<file path="config.mk">
export PLATFORM = sky130hd
export DESIGN_NAME = aes_round_sequencer
export DESIGN_NICKNAME = d
export VERILOG_FILES = /design/src/rtl/aes_round_sequencer.sv
export SDC_FILE = /design/constraint.sdc
export NUM_CORES = 1
export LEC_CHECK = 0
export CAP_MARGIN = 15
export CELL_PAD_IN_SITES_DETAIL_PLACEMENT = 1
export CELL_PAD_IN_SITES_GLOBAL_PLACEMENT = 1
export CORE_AREA = 3 3 355 357
export CTS_BUF_LIST = sky130_fd_sc_hd__clkbuf_4
export CTS_CLUSTER_SIZE = 8
export DETAILED_ROUTE_END_ITERATION = 7
export DIE_AREA = 0 0 358 360
export PLACE_DENSITY = 0.45
export SLEW_MARGIN = 10
export SYNTH_ARGS = -nofsm -noshare
export SYNTH_HDL_FRONTEND = slang
export SYNTH_SLANG_ARGS = --single-unit
</file>
<file path="constraint.sdc">
create_clock -name clk -period 3 [get_ports clk]
set_input_delay 0.6 -clock clk [delete_from_list [all_inputs] [get_ports clk]]
set_output_delay 0.6 -clock clk [all_outputs]
set_load 0.02 [all_outputs]
</file>
<file path="src/rtl/aes_round_sequencer.sv">
// aes_round_sequencer: runs a full AES-128 block by iterating one shared round datapath.
module aes_round_sequencer #(
  parameter int NUM_ROUNDS = 10,
  parameter int RND_LAT    = 2
) (
  input  logic         clk,
  input  logic         RST_N,
  input  logic         START,
  input  logic         ABORT,
  input  logic [127:0] PLAIN_TEXT,
  input  logic [127:0] CIPHER_KEY,
  output logic         READY,
  output logic         BUSY,
  output logic         DONE,
  output logic [127:0] CIPHER_TEXT,
  output logic [3:0]   RND_NUM,
  output logic [127:0] RND_DATA,
  output logic [127:0] RND_KEY,
  output logic         RND_FINAL,
  input  logic [127:0] RND_OUT_DATA,
  input  logic [127:0] RND_OUT_KEY
);
  typedef enum logic {IDLE, RUN} st_e;
  st_e          st_q, st_d;
  logic [127:0] state_q, state_d, key_q, key_d, ct_q, ct_d;
  logic [3:0]   rnd_q, rnd_d, cnt_q, cnt_d;
  logic         done_q, done_d, last, at_lat;
  assign last   = rnd_q == 4'(NUM_ROUNDS);
  assign at_lat = cnt_q == 4'(RND_LAT);
  always_comb begin
    st_d    = st_q;
    state_d = state_q;
    key_d   = key_q;
    ct_d    = ct_q;
    rnd_d   = rnd_q;
    cnt_d   = cnt_q;
    done_d  = 1'b0;
    if (st_q == IDLE) begin
      if (START && !ABORT) begin
        state_d = PLAIN_TEXT ^ CIPHER_KEY;
        key_d   = CIPHER_KEY;
        rnd_d   = 4'd1;
        cnt_d   = 4'd0;
        st_d    = RUN;
      end
    end else if (ABORT) begin
      st_d  = IDLE;
      rnd_d = 4'd0;
      cnt_d = 4'd0;
    end else if (!at_lat) begin
      cnt_d = cnt_q + 4'd1;
    end else if (!last) begin
      state_d = RND_OUT_DATA;
      key_d   = RND_OUT_KEY;
      rnd_d   = rnd_q + 4'd1;
      cnt_d   = 4'd0;
    end else begin
      ct_d   = RND_OUT_DATA;
      done_d = 1'b1;
      st_d   = IDLE;
    end
  end
  always_ff @(posedge clk or negedge RST_N) begin
    if (!RST_N) begin
      st_q    <= IDLE;
      state_q <= '0;
      key_q   <= '0;
      ct_q    <= '0;
      rnd_q   <= '0;
      cnt_q   <= '0;
      done_q  <= 1'b0;
    end else begin
      st_q    <= st_d;
      state_q <= state_d;
      key_q   <= key_d;
      ct_q    <= ct_d;
      rnd_q   <= rnd_d;
      cnt_q   <= cnt_d;
      done_q  <= done_d;
    end
  end
  assign READY       = st_q == IDLE;
  assign BUSY        = st_q == RUN;
  assign DONE        = done_q;
  assign CIPHER_TEXT = ct_q;
  assign RND_NUM     = rnd_q;
  assign RND_DATA    = state_q;
  assign RND_KEY     = key_q;
  assign RND_FINAL   = (st_q == RUN) && last;
endmodule

</file>
==> reports/qor.yml, run 1 <==
total_power_uw: 19000
p_sw_uw: 6760
period_needed_ns: 2.79
synth_warnings: 0
place.detailed.hpwl_mm: 79.3
synth.largest_area_cell: "dfrtp_1"
hold_class: "input port to asynchronous set/reset pin"
cts_tree: "built"
cts.sinks: 394
ys_seq_area_share_pct: 52.6
drtIter0Drc: 627
power_frac_comb_pct: 34.3
fin_crit_sh_pct: 93.0
final_hold_viol_count: 0
via_per_inst: 4.02
critical_path.max_fanout: 2
fmax_mhz: 358
wl_mm: 103
max-clock-path-buffers: 3
power_frac_seq_pct: 35.5
p_per_area_nw_per_um2: 600
dp_cells: 4200
die_h_um: 360
synth_top_area_share_pct: 52.6
drtAntennaViolNets: 0
grt_pass1_vias: 20104
layout_common_cells: "898 x clkdlybuf4s50_1, 626 x o21ai_0, 392 x dfrtp_1"
tightestPinTransition_ns: 1.24
h-tree-depth: 4
fin_cells: 4429
numCtsBuffers: 131
critPathMaxStageDelay_ns: 0.68
ys_top_cells_by_area: "dfrtp_1 53%, o21ai_0 17%, mux2_4 8.0%, mux2i_1 6.8%, xnor2_1 6.0%"
wl_per_cell_um: 23.3
io_pins: 908
p_clk_share_pct: 30.2
port_buffers: 907
synthArstFlopShare_pct: 100
p_int_uw: 12300
crit_type: "flip-flop to output pin"
grt_max_degree: 138
p_leak_uw: 0.0131
die_w_um: 358
synth_cell_type_count: 35
worst_slack_ns: 0.210
gr-total-overflow: 0
grt_pass1_wl_mm: 145
nNetsFinal: 3224
initial_utilization_pct: 15.2
slew_headroom_pct: 16.3
vdd_drop_max_uv: 303
synth-edff-count: 0
route.vias.total: 17794
worstPathCellList: "clkdlybuf4s50_1"
rows: 129
crit_family: "buffers and inverters"
cp-end-kind: "output pin"
area_growth_pct: 69.2
track_usage_pct: 15.5
drt_first_pass_iters: 7
die_area_um2: 129000
required_ns: 2.40
synth_ff_type: "dfrtp_1"
cp_num_buf_inv: 1
maxCapViolCount: 0
run_status: "completed"
syn_area_um2: 18700
p_sw_share_pct: 35.5
gp_congestion: 0.926
crit_slowest_cell: "clkdlybuf4s50_1"
final_common_cell: "clkdlybuf4s50_1"
clock_latency_ns: 1.03
syn_avg_cell_area_um2: 10.7
setup_viol: 0
place_ws_ns: 0.374
drc: 0
drv_slew: 0
layout-drive-gt1-share_pct: 13.9
syn-num-nets: 2264
coreArea_um2: 123000
syn_inst: 1744
clk_pin_slew_ns: 0.06
crit_arrival_ns: 2.19
yosys_register_bits: 394
critPathLaunchType: "flip-flop"
root_buffer: "clkbuf_4"
antenna_found_initial: 17
clock_skew_ns: 0.0776
## area by class of cell
cell class | instances | area [um2]
Antenna cell | 13 | 32.5
Clock buffer | 175 | 1310
Clock inverter | 33 | 263
Fill cell | 14092 | 91600
Inverter | 4 | 27.5
Multi-Input combinational cell | 1203 | 8260
Sequential cell | 394 | 9860
Tap cell | 1637 | 2050
Timing Repair Buffer | 970 | 9900
## sequential cells by signal, summed over array words and instances (netlist names)
register and count:
CIPHER_TEXT 128, RND_DATA 128, RND_KEY 128, RND_NUM 4
cnt_q 4, BUSY 1, DONE 1
## timing repair
item,in CTS,in global routing
hold buffers,7,0
cloned,0,0
setup buffers,1,0
endpoints found under the hold margin,208,0
endpoints found under the setup margin,7,1
resized for setup,17,1
## Yosys cell counts, types with 2 or more instances
master and count:
nand2b_1 2, dfrtp_1 394, o21ai_0 626, mux2_4 100, ha_1 4, xor2_1 2, mux2_2 29, clkbuf_1 118
or3_1 2, a21oi_1 5, inv_1 3, buf_6 11, o21ai_1 23, nor2b_1 2, buf_2 8, nand2_1 131
xnor2_1 128, buf_1 6, mux2i_1 128, nand3_1 2, nor2_1 6
## metal layers
layer  wire length (um)  share of wire [%]  GRT usage [%]  vias up
li1                   -                  -              -     8116
met1              40500                 39           17.4     8941
met2              53200                 52           27.6      592
met3               6690                6.5           4.65      137
met4               2650                2.6           5.52        8
met5                 52              0.050              0        -
## cells by family after synthesis
logic type / synth area share (%)
adders and majority gates: 0.267
DFF: 52.6
and+or+nand+nor: 3.33
AOI/OAI and AO/OA: 17.7
xor gates and xnor gates: 6.08
buffers and inverters: 3.44
muxes: 16.6
## power by group through the flow
| stage | combinational [uW] | sequential (uW) | clock, uW |
|---|---|---|---|
| after floorplan | 1410 | 7920 | 0 |
| after global placement | 6590 | 6810 | 0 |
| after detailed placement | 6650 | 6850 | 0 |
| after CTS | 6680 | 6770 | 6120 |
| after global routing | 6990 | 6880 | 6410 |
| final | 6530 | 6760 | 5750 |
## path summary, 6_finish.rpt
check | from | endpoint | slack [ns] | cells past startpoint
worst min register to register | CIPHER_TEXT[12] | CIPHER_TEXT[12] | 0.50 | 1
worst max-delay path | CIPHER_TEXT[28] | CIPHER_TEXT[28] | 0.21 | 1
worst min-delay path | RST_N | CIPHER_TEXT[102] | 0.21 | 2
max in group asynchronous | RST_N | CIPHER_TEXT[95] | 1.87 | 4
min in group clk | RND_OUT_DATA[23] | CIPHER_TEXT[23] | 0.22 | 2
worst max register to register | RND_NUM[0] | CIPHER_TEXT[66] | 0.44 | 7
## through the flow
stage | util [%] | TNS [ns] | hold slack [ns] | area [um2]
after floorplan | - | 0 | 0.304 | 18700
after global placement | 24.4 | 0 | 0.488 | 30000
after detailed placement | 24.4 | 0 | 0.493 | 30000
after CTS | 25.7 | -0.00491 | 0.000540 | 31700
after global routing | 25.7 | -0.0140 | 0.0287 | 31700
final | 25.7 | 0 | 0.214 | 31700
(Power assumes the default switching activity.)
==> run 2: changes to the inputs <==
TNS_END_PERCENT = 100   (was default)
==> results of run 2 <==
No change in the layout: final DEF, timing and power equal those of run 1.
